$ cat config.mk
export PLATFORM = sky130hd
export DESIGN_NAME = axist_patgen_ctrl_flat
export DESIGN_NICKNAME = d
export VERILOG_FILES = /design/src/rtl/axist_patgen_pkg.sv /design/src/rtl/axist_patgen_ctrl_if.sv /design/src/rtl/axist_patgen_stall_tmr.sv /design/src/rtl/axist_patgen_ctrl.sv /design/src/flat_wrapper.sv
export SDC_FILE = /design/constraint.sdc
export NUM_CORES = 1
export LEC_CHECK = 0
export ABC_AREA = 1
export BUFFER_PORTS_ARGS = -buffer_cell sky130_fd_sc_hd__buf_2
export CAP_MARGIN = 0
export CORE_MARGIN = 2
export CORE_UTILIZATION = 45
export CTS_CLUSTER_SIZE = 28
export DETAILED_ROUTE_END_ITERATION = 12
export PLACE_DENSITY_LB_ADDON = 0.05
export SLEW_MARGIN = 20
export SYNTH_ARGS = -nofsm -noshare
export SYNTH_HDL_FRONTEND = slang
export SYNTH_SLANG_ARGS = --single-unit
$ cat constraint.sdc
create_clock -name clk -period 2.8 [get_ports clk]
set_clock_uncertainty 0.15 [all_clocks]
set_input_delay 0.7 -clock clk [delete_from_list [all_inputs] [get_ports clk]]
set_output_delay 0.7 -clock clk [all_outputs]
set_load 0.02 [all_outputs]
$ cat src/rtl/axist_patgen_pkg.sv
// Shared types and default widths for the AXIST pattern-generator run sequencer.
package axist_patgen_pkg;

  localparam int SEED_W_DEF = 40;
  localparam int NB_W_DEF   = 8;
  localparam int GAP_W_DEF  = 4;
  localparam int TMO_W_DEF  = 12;
  localparam int TOT_W_DEF  = 16;
  localparam int LEN_W      = 9;

  typedef enum logic [2:0] {
    IDLE,
    LOAD,
    RUN,
    GAP,
    DONE
  } state_t;

  // Stall count at which the run is declared hung.
  function automatic int tmo_limit(input int w);
    return (1 << w) - 1;
  endfunction

endpackage

$ cat src/rtl/axist_patgen_ctrl_if.sv
// Controller <-> generator handshake: seeded enable pulse out, per-beat advance back.
interface axist_patgen_ctrl_if
  import axist_patgen_pkg::*;
#(
  parameter int SEED_W = SEED_W_DEF
);
  logic              gen_ena;
  logic [SEED_W-1:0] gen_seed;
  logic [LEN_W-1:0]  gen_cnt;
  logic              gen_beat;

  modport master (output gen_ena, gen_seed, gen_cnt, input gen_beat);
  modport slave  (input gen_ena, gen_seed, gen_cnt, output gen_beat);
endinterface

$ cat src/rtl/axist_patgen_stall_tmr.sv
// Stall timer: clear wins over increment; tc_o flags the increment that reaches the limit.
module axist_patgen_stall_tmr
  import axist_patgen_pkg::*;
#(
  parameter int TMO_W = TMO_W_DEF
) (
  input  logic clk,
  input  logic rst_n,
  input  logic clr_i,
  input  logic inc_i,
  output logic tc_o
);
  localparam logic [TMO_W-1:0] TC_AT = TMO_W'(tmo_limit(TMO_W) - 1);

  logic [TMO_W-1:0] cnt_q, cnt_d;

  always_comb begin
    cnt_d = cnt_q;
    if (clr_i)      cnt_d = '0;
    else if (inc_i) cnt_d = cnt_q + TMO_W'(1);
  end

  always_ff @(posedge clk or negedge rst_n) begin
    if (!rst_n) cnt_q <= '0;
    else        cnt_q <= cnt_d;
  end

  assign tc_o = inc_i && !clr_i && (cnt_q == TC_AT);

endmodule

$ cat src/rtl/axist_patgen_ctrl.sv
// Run-level sequencer: schedules N seeded bursts through the generator with idle gaps,
// counts accepted beats, and reports done / timeout / abort status. All outputs registered.
module axist_patgen_ctrl
  import axist_patgen_pkg::*;
#(
  parameter int SEED_W = SEED_W_DEF,
  parameter int NB_W   = NB_W_DEF,
  parameter int GAP_W  = GAP_W_DEF,
  parameter int TMO_W  = TMO_W_DEF,
  parameter int TOT_W  = TOT_W_DEF
) (
  input  logic               clk,
  input  logic               rst_n,
  input  logic               start,
  input  logic               abort,
  input  logic [NB_W-1:0]    cfg_num_burst,
  input  logic [LEN_W-1:0]   cfg_burst_len,
  input  logic [GAP_W-1:0]   cfg_gap,
  input  logic [SEED_W-1:0]  cfg_seed,
  input  logic [SEED_W-1:0]  cfg_seed_step,
  axist_patgen_ctrl_if.master gen,
  output logic               busy,
  output logic               done,
  output logic [NB_W-1:0]    burst_idx,
  output logic [TOT_W-1:0]   beat_total,
  output logic               timeout_err,
  output logic               aborted
);
  state_t            state_q, state_d;
  logic [NB_W-1:0]   num_q, num_d, burst_idx_q, burst_idx_d;
  logic [LEN_W-1:0]  len_q, len_d, beat_cnt_q, beat_cnt_d;
  logic [GAP_W-1:0]  gap_q, gap_d, gap_cnt_q, gap_cnt_d;
  logic [SEED_W-1:0] step_q, step_d, seed_q, seed_d;
  logic [TOT_W-1:0]  beat_total_q, beat_total_d;
  logic              tmo_err_q, tmo_err_d, aborted_q, aborted_d;
  logic              gen_ena_q, gen_ena_d, busy_q, busy_d, done_q, done_d;
  logic              accept, abort_hit, beat, burst_end, last_burst, tmo_tc;

  assign accept     = (state_q == IDLE) && start;
  assign abort_hit  = abort && ((state_q == LOAD) || (state_q == RUN) || (state_q == GAP));
  assign beat       = (state_q == RUN) && gen.gen_beat;
  assign burst_end  = beat && ((beat_cnt_q + LEN_W'(1)) == len_q);
  assign last_burst = (burst_idx_q == (num_q - NB_W'(1)));

  axist_patgen_stall_tmr #(.TMO_W(TMO_W)) u_stall_tmr (
    .clk   (clk),
    .rst_n (rst_n),
    .clr_i ((state_q == LOAD) || beat),
    .inc_i ((state_q == RUN) && !gen.gen_beat),
    .tc_o  (tmo_tc)
  );

  always_ff @(posedge clk or negedge rst_n) begin
    if (!rst_n) state_q <= IDLE;
    else        state_q <= state_d;
  end

  always_comb begin
    state_d = state_q;
    unique case (state_q)
      IDLE: if (start) state_d = (cfg_num_burst != '0) ? LOAD : DONE;
      LOAD: state_d = RUN;
      RUN: begin
        if (burst_end)   state_d = last_burst ? DONE : ((gap_q == '0) ? LOAD : GAP);
        else if (tmo_tc) state_d = DONE;
      end
      GAP:  if (gap_cnt_q == GAP_W'(1)) state_d = LOAD;
      DONE: state_d = IDLE;
      default: state_d = IDLE;
    endcase
    // Abort outranks completion and timeout in the same cycle.
    if (abort_hit) state_d = DONE;
  end

  always_comb begin
    num_d        = num_q;
    len_d        = len_q;
    gap_d        = gap_q;
    step_d       = step_q;
    seed_d       = seed_q;
    burst_idx_d  = burst_idx_q;
    beat_total_d = beat_total_q;
    beat_cnt_d   = beat_cnt_q;
    gap_cnt_d    = gap_cnt_q;
    tmo_err_d    = tmo_err_q;
    aborted_d    = aborted_q;
    if (accept) begin
      num_d        = cfg_num_burst;
      len_d        = (cfg_burst_len == '0) ? LEN_W'(1) : cfg_burst_len;
      gap_d        = cfg_gap;
      step_d       = cfg_seed_step;
      seed_d       = cfg_seed;
      burst_idx_d  = '0;
      beat_total_d = '0;
      tmo_err_d    = 1'b0;
      aborted_d    = 1'b0;
    end
    if (state_q == LOAD) beat_cnt_d = '0;
    if (beat) begin
      beat_cnt_d = beat_cnt_q + LEN_W'(1);
      if (beat_total_q != '1) beat_total_d = beat_total_q + TOT_W'(1);
    end
    if (burst_end && !abort_hit) begin
      seed_d = seed_q + step_q;
      if (!last_burst) burst_idx_d = burst_idx_q + NB_W'(1);
    end
    if (tmo_tc && !abort_hit) tmo_err_d = 1'b1;
    if (abort_hit) aborted_d = 1'b1;
    if (state_q == GAP)      gap_cnt_d = gap_cnt_q - GAP_W'(1);
    else if (state_d == GAP) gap_cnt_d = gap_q;
    gen_ena_d = (state_d == LOAD);
    busy_d    = (state_d != IDLE);
    done_d    = (state_d == DONE);
  end

  always_ff @(posedge clk or negedge rst_n) begin
    if (!rst_n) begin
      num_q        <= '0;
      len_q        <= '0;
      gap_q        <= '0;
      step_q       <= '0;
      seed_q       <= '0;
      burst_idx_q  <= '0;
      beat_total_q <= '0;
      beat_cnt_q   <= '0;
      gap_cnt_q    <= '0;
      tmo_err_q    <= 1'b0;
      aborted_q    <= 1'b0;
      gen_ena_q    <= 1'b0;
      busy_q       <= 1'b0;
      done_q       <= 1'b0;
    end else begin
      num_q        <= num_d;
      len_q        <= len_d;
      gap_q        <= gap_d;
      step_q       <= step_d;
      seed_q       <= seed_d;
      burst_idx_q  <= burst_idx_d;
      beat_total_q <= beat_total_d;
      beat_cnt_q   <= beat_cnt_d;
      gap_cnt_q    <= gap_cnt_d;
      tmo_err_q    <= tmo_err_d;
      aborted_q    <= aborted_d;
      gen_ena_q    <= gen_ena_d;
      busy_q       <= busy_d;
      done_q       <= done_d;
    end
  end

  // seed_q only moves at burst end, so it is stable and current throughout LOAD.
  assign gen.gen_ena  = gen_ena_q;
  assign gen.gen_seed = seed_q;
  assign gen.gen_cnt  = len_q;
  assign busy         = busy_q;
  assign done         = done_q;
  assign burst_idx    = burst_idx_q;
  assign beat_total   = beat_total_q;
  assign timeout_err  = tmo_err_q;
  assign aborted      = aborted_q;

endmodule

$ cat src/flat_wrapper.sv
// flat-port wrapper written by rule: the top's interface ports become plain ports
module axist_patgen_ctrl_flat import axist_patgen_pkg::*;
#(
  parameter int SEED_W = SEED_W_DEF,
  parameter int NB_W   = NB_W_DEF,
  parameter int GAP_W  = GAP_W_DEF,
  parameter int TMO_W  = TMO_W_DEF,
  parameter int TOT_W  = TOT_W_DEF
)
  (clk, rst_n, start, abort, cfg_num_burst, cfg_burst_len, cfg_gap, cfg_seed, cfg_seed_step, busy, done, burst_idx, beat_total, timeout_err, aborted, gen_gen_ena, gen_gen_seed, gen_gen_cnt, gen_gen_beat);
  axist_patgen_ctrl_if #(.SEED_W(SEED_W)) gen_i ();
  input  logic clk;
  input  logic rst_n;
  input  logic start;
  input  logic abort;
  input  logic [NB_W-1:0] cfg_num_burst;
  input  logic [LEN_W-1:0] cfg_burst_len;
  input  logic [GAP_W-1:0] cfg_gap;
  input  logic [SEED_W-1:0] cfg_seed;
  input  logic [SEED_W-1:0] cfg_seed_step;
  output logic busy;
  output logic done;
  output logic [NB_W-1:0] burst_idx;
  output logic [TOT_W-1:0] beat_total;
  output logic timeout_err;
  output logic aborted;
  output wire logic [$bits(gen_i.gen_ena)-1:0] gen_gen_ena;
  output wire logic [$bits(gen_i.gen_seed)-1:0] gen_gen_seed;
  output wire logic [$bits(gen_i.gen_cnt)-1:0] gen_gen_cnt;
  input wire logic [$bits(gen_i.gen_beat)-1:0] gen_gen_beat;
  assign gen_gen_ena = gen_i.gen_ena;
  assign gen_gen_seed = gen_i.gen_seed;
  assign gen_gen_cnt = gen_i.gen_cnt;
  assign gen_i.gen_beat = gen_gen_beat;
  axist_patgen_ctrl #(.SEED_W(SEED_W), .NB_W(NB_W), .GAP_W(GAP_W), .TMO_W(TMO_W), .TOT_W(TOT_W)) u_core (.clk(clk), .rst_n(rst_n), .start(start), .abort(abort), .cfg_num_burst(cfg_num_burst), .cfg_burst_len(cfg_burst_len), .cfg_gap(cfg_gap), .cfg_seed(cfg_seed), .cfg_seed_step(cfg_seed_step), .gen(gen_i), .busy(busy), .done(done), .burst_idx(burst_idx), .beat_total(beat_total), .timeout_err(timeout_err), .aborted(aborted));
endmodule
# After elaboration in Yosys (flattened, before gate mapping)
# Index checks and enable logic that the tools add are counted.
# W data, S select, Z words.
dict set report classes {
  addsub 7
  eq_ne 11
  mux 27
  reduce_logical 26
}
# cell n
set ops {}
lappend ops {{$mux W40} 2}
lappend ops {{$mux W16} 3}
lappend ops {{$add A40 B40 Y40} 1}
lappend ops {{$mux W9} 3}
lappend ops {{$mux W12} 2}
lappend ops {{$mux W8} 3}
lappend ops {{$mux W3} 7}
lappend ops {{$add A16 B1 Y16 const B} 1}
lappend ops {{$ne A16 B16 Y1 const B} 1}
lappend ops {{$add A12 B1 Y12 const B} 1}
lappend ops {{$eq A12 B12 Y1 const B} 1}
lappend ops {{$pmux W3 S4} 1}
lappend ops {{$reduce_bool A2 Y1} 6}
lappend ops {{$add A9 B1 Y9 const B} 1}
lappend ops {{$eq A3 B2 Y1 const B} 3}
lappend ops {{$eq A9 B9 Y1} 1}
lappend ops {{$logic_and A1 B1 Y1} 9}
lappend ops {{$logic_not A9 Y1} 1}
lappend ops {{$add A8 B1 Y8 const B} 1}
lappend ops {{$eq A8 B8 Y1} 1}
lappend ops {{$mux W4} 2}
lappend ops {{$reduce_bool A8 Y1} 1}
lappend ops {{$sub A8 B1 Y8 const B} 1}
lappend ops {{$eq A3 B1 Y1 const B} 2}
lappend ops {{other kinds (10)} 16}
dict set report word_totals {
  reg_bits 158
  input_bits 106
  output_inout_bits 78
  word_cells 87
}

# Logic depth before layout (Yosys ltp)
dict set report depth {
  ltp_word 13
  mapped_depth 18
  ltp_nobuf 18
}

# Modules after synthesis
# From an unflattened synthesis, not the netlist that was laid out.
dict set report hier_totals {
  hier_cells 1467
  hier_area_um2 10440.0
}
# module n_inst cells_per_inst seq_area_each_um2 area_per_inst_um2
set by_module_without_submodules {}
lappend by_module_without_submodules {axist_patgen_ctrl 1 1376 3653.5 9776.9}
lappend by_module_without_submodules {axist_patgen_stall_tmr 1 91 300.3 663.1}

# Least setup slack after synthesis
# No wires, ideal clock.
dict set report synth_path {
  path_kind {register to register}
  startpoint {register u_core.seed_q[0] (netlist: u_core.gen.gen_seed[0])}
  endpoint {register u_core.seed_q[30] (netlist: u_core.gen.gen_seed[30])}
  path_buffers 0
  stages_incl_launch_ff 13
  t_arrival_ps 2375
  t_required_ps 2526
  period_less_slack_ps 2649
  setup_ps 124
  path_slack_ps 151
  cell_sequence {dfrtp_1 ha_1 inv_1 fa_1 o21ai_0 a21boi_1 o21ai_1 nand3_1 nand2_1 xor2_1 nand2_1 o211ai_1 nand2_1}
}
dict set report synth_via {
  elab_chain_cells 2
}
# item line
set synth_lines {}
lappend synth_lines {{from (decl)} axist_patgen_ctrl.sv:33} ;# logic [SEED_W-1:0] step_q, step_d, seed_q, seed_d;
lappend synth_lines {{from (signal assigned)} axist_patgen_ctrl.sv:122} ;# seed_q <= '0;
lappend synth_lines {{from (signal assigned)} axist_patgen_ctrl.sv:137} ;# seed_q <= seed_d;
lappend synth_lines {{$add A40 B40 Y40} axist_patgen_ctrl.sv:104} ;# seed_d = seed_q + step_q;
lappend synth_lines {{$mux W40} axist_patgen_ctrl.sv:103} ;# if (burst_end && !abort_hit) begin
# Every way passes these cells.
# A chain may end at the register's enable or synchronous reset.

# Final worst setup path
dict set report layout_path {
  startpoint {register u_core.seed_q[4] (netlist: u_core.gen.gen_seed[4])}
  endpoint {register u_core.seed_q[21] (netlist: u_core.gen.gen_seed[21])}
}
# Same word-level chain as after synthesis.

==> results.py <==
metrics = {
    "sta": {
        "setup_violations": 0,
        "hold_viol_final": 0,
        "grt_setup_unrepaired": "true",
        "tns_ns": 0,
        "timing.slew.headroom_pct": 59.32,
        "fin_ws_ns": 0.1432,
        "period_share_pct": 94.89,
        "timing.fmax_mhz": 376.4,
        "tightest_slew_ns": 0.6102,
        "slew_viol_final": 0,
        "finalCriticalPeriod_ns": 2.657,
    },
    "die": {
        "die_y_um": 155.4,
        "die_area_sq_um": 24140,
        "pin_count": 184,
        "die_x_um": 155.4,
        "initial_core_util_pct": 45.67,
        "rows": 55,
        "coreArea_sq_um": 22570,
    },
    "drt": {
        "avgViaCountPerCell": 5.167,
        "ant_nets": 0,
        "vias": 10250,
        "dr.pass1.iters": 6,
        "remaining_drc_errors": 0,
        "drtIter0Drc": 592,
        "wl_um": 30310,
        "wl_per_cell_um": 15.28,
    },
    "placement": {
        "dp_hpwl_um": 23590,
        "port_buffers": 183,
        "dp_slack_ns": -0.07400,
        "gp_congestion": 0.9759,
    },
    "clocking": {
        "clk_pin_slew_worst_paths_ns": 0.07,
        "h-tree-depth": 4,
        "cts_sinks": 158,
        "ctsLongestPathBuffers": 2,
        "clock_latency_ns": 0.43,
        "tritoncts": "done",
        "cts_hold_buf": 0,
        "cts_root_buffer": "clkbuf_16",
        "numCtsBuffers": 17,
    },
    "setup_path": {
        "cp_num_buf_inv": 1,
        "slowest_delay_ns": 0.40,
        "cp-end-kind": "flop",
        "cp_max_fo": 4,
        "r2r-end": "u_core.gen.gen_seed[21]$_DFFE_PN0P_",
        "reg2reg_depth": 15,
        "critical_path_class": "reg -> reg",
        "crit_family": "simple AND/OR/NAND/NOR gates",
        "crit_chain": "ha_1, a21oi_1, nor2_1, nor2_1, nand2_1, buf_4, nand2_1, nand2_1, nand2_1, nand2_1, nand2_1, nand2_1, xor2_1, o21bai_1, nand2_1",
        "rrSetupSlack_ns": 0.14,
        "arrival_ns": 2.84,
        "reg2reg_from": "u_core.gen.gen_seed[4]$_DFFE_PN0P_",
        "slowest_stage": "dfrtp_1",
        "start_kind": "flop",
        "required_ns": 2.98,
        "cpMostUsedCell": "nand2_1",
    },
    "final_layout": {
        "syn2layout_area_growth_pct": 20.42,
        "final_core_util_pct": 54.99,
        "antenna_cells": 0,
        "nNetsFinal": 1840,
        "drive_gt1_share_pct": 16.84,
    },
    "synth": {
        "seq_area_frac_synth_pct": 38.35,
        "ys_warn_count": 0,
        "synth_common_cells": "nand2_1 (523), inv_1 (162), dfrtp_1 (158)",
        "yosysUniqueCellTypes": 53,
        "synth_area_per_cell_sq_um": 6.956,
        "async_flop_share_pct": 100.0,
        "synth_edf_count": 0,
        "synth_most_common_cell": "nand2_1",
        "yosys.area.top_type": "dfrtp_1",
        "ys_ff_latch": 158,
        "syn_inst": 1482,
        "mappedNetlistNets": 1636,
        "ys.flop_type": "dfrtp_1",
        "synthesis.area_sq_um": 10310,
        "synth_top_area_share_pct": 38.35,
        "synthTopCellsByArea": "dfrtp_1 (38%), nand2_1 (19%), inv_1 (5.9%), ha_1 (5.7%), nand3_1 (4.4%)",
    },
    "power_and_ir_drop": {
        "ir_worst_vdd_mv": 0.5985,
        "power_density_nw_per_um2": 1131,
        "power_leakage_nw": 6.568,
    },
    "global_routing": {
        "grt_max_degree": 55,
        "grt-ovfl-total": 0,
        "antenna_found_initial": 0,
        "first_global_vias": 9910,
        "grtUsageTotal_pct": 25.47,
        "grt_pass1_wl_um": 49200,
    },
    "flow_run": {
        "cap_viol_max_count": 0,
    },
    "hold_path": {
        "min_path_type": "in -> async",
    },
    "status": {
        "status": "complete, no violations",
    },
}
[cell families (layout without fill, tap and decap cells)]
group | count (synthesis) | in the layout | synth area share [%]
buffers and inverters | 203 | 419 | 7.683
xor gates and xnor gates | 38 | 38 | 3.229
adders and majority gates | 48 | 48 | 5.899
and+or+nand+nor | 811 | 811 | 32.48
DFF | 158 | 158 | 38.35
AOI/OAI and AO/OA | 223 | 223 | 12.26
muxes | 1 | 1 | 0.09710
[worst register-to-register path, stage by stage, from the launching register on]
cell and delay [ns]:
dfrtp_1 0.40, ha_1 0.36, a21oi_1 0.24, nor2_1 0.08, nor2_1 0.09, nand2_1 0.08, buf_4 0.16, nand2_1 0.05
nand2_1 0.12, nand2_1 0.10, nand2_1 0.17, nand2_1 0.11, nand2_1 0.10, xor2_1 0.17, o21bai_1 0.12, nand2_1 0.06
[timing repair]
action	CTS	global route
resized for setup	1	13
buffers inserted	0	3
setup endpoints to repair	2	43
pin swaps	0	2
[area by class of cell]
| class | instances | area (sq um) |
|---|---|---|
| flip-flops and latches | 158 | 3954 |
| fillers | 2328 | 10160 |
| inverters | 169 | 636.9 |
| multi-input cells | 1121 | 5614 |
| clock buffers | 17 | 425.4 |
| clock inverters | 14 | 183.9 |
| well taps | 285 | 356.6 |
| repair buffers | 219 | 1242 |
[report_power, final]
group	switching [mW]	internal, mW
registers	0.661	3.09
logic	5.11	2.72
clock network	1.05	1.42
total	6.81	7.23
[state kept, by name, summed over array words and instances, names as in the netlist]
| register | cells |
|---|---|
| u_core.gap_q | 4 |
| u_core.busy | 1 |
| u_core.timeout_err | 1 |
| u_core.gen.gen_ena | 1 |
| u_core.done | 1 |
| u_core.burst_idx | 8 |
| u_core.aborted | 1 |
| u_core.gap_cnt_q | 4 |
| u_core.gen.gen_cnt | 9 |
| u_core.step_q | 40 |
| u_core.beat_cnt_q | 9 |
| u_core.beat_total | 16 |
| u_core.num_q | 8 |
| u_core.gen.gen_seed | 40 |
| u_core.state_q | 3 |
| u_core.u_stall_tmr.cnt_q | 12 |
[placed cells by master (no fill, tap or decap), drive strengths merged, types with 2 or more instances in the layout]
cell / netlist / final
o22ai: 6 / 6
and3: 2 / 2
buf: 12 / 219
a21oi: 62 / 62
a21boi: 3 / 3
clkbuf: 22 / 17
a31oi: 12 / 12
bufinv: 0 / 3
a21o: 6 / 6
o211ai: 3 / 3
xor2: 29 / 29
inv: 168 / 174
nand2: 531 / 531
o21ai: 99 / 99
nor4: 6 / 6
nand3: 92 / 92
nand3b: 3 / 3
nor2: 128 / 128
nand4: 15 / 15
dfrtp: 158 / 158
a211oi: 4 / 4
o21a: 12 / 12
nor3: 30 / 30
xnor2: 9 / 9
ha: 47 / 47
clkinvlp: 0 / 3
o21bai: 7 / 7
clkinv: 1 / 3
[worst max path at each step]
stage | startpoint | cells past startpoint | endpoint | slack (ns)
global placement | u_core.gen.gen_seed[8]$_DFFE_PN0P_ | 12 | u_core.gen.gen_seed[31]$_DFFE_PN0P_ | -0.08
finish | u_core.gen.gen_seed[4]$_DFFE_PN0P_ | 15 | u_core.gen.gen_seed[21]$_DFFE_PN0P_ | 0.14
global route | u_core.gen.gen_seed[2]$_DFFE_PN0P_ | 15 | u_core.gen.gen_seed[25]$_DFFE_PN0P_ | 0.005
floorplan | u_core.gen.gen_seed[0]$_DFFE_PN0P_ | 12 | u_core.gen.gen_seed[30]$_DFFE_PN0P_ | 0.15
CTS | u_core.gen.gen_seed[2]$_DFFE_PN0P_ | 12 | u_core.gen.gen_seed[31]$_DFFE_PN0P_ | 0.04
detailed placement | u_core.gen.gen_seed[8]$_DFFE_PN0P_ | 12 | u_core.gen.gen_seed[31]$_DFFE_PN0P_ | -0.07
[per-layer routing]
layer / up-vias / routed length (um) / track usage, %
met5: - / 0 / 0
met4: 0 / 833 / 8.650
met3: 51 / 1254 / 3.649
met2: 276 / 15240 / 45.17
met1: 4721 / 12980 / 31.79
li1: 5198 / - / -
[per-stage QoR]
step	std cells	instance area, sq um	hold slack, ns	total power, mW
final	1983	12410	0.04591	14.04
after global routing	1983	12410	0.07993	15.29
after CTS	1980	12340	0.07523	14.04
after detailed placement	1949	11740	0.3199	11.51
after global placement	1949	11740	0.3198	11.48
after floorplan	1482	10310	0.2544	9.062
No activity file was read; power rests on OpenSTA's default activity.
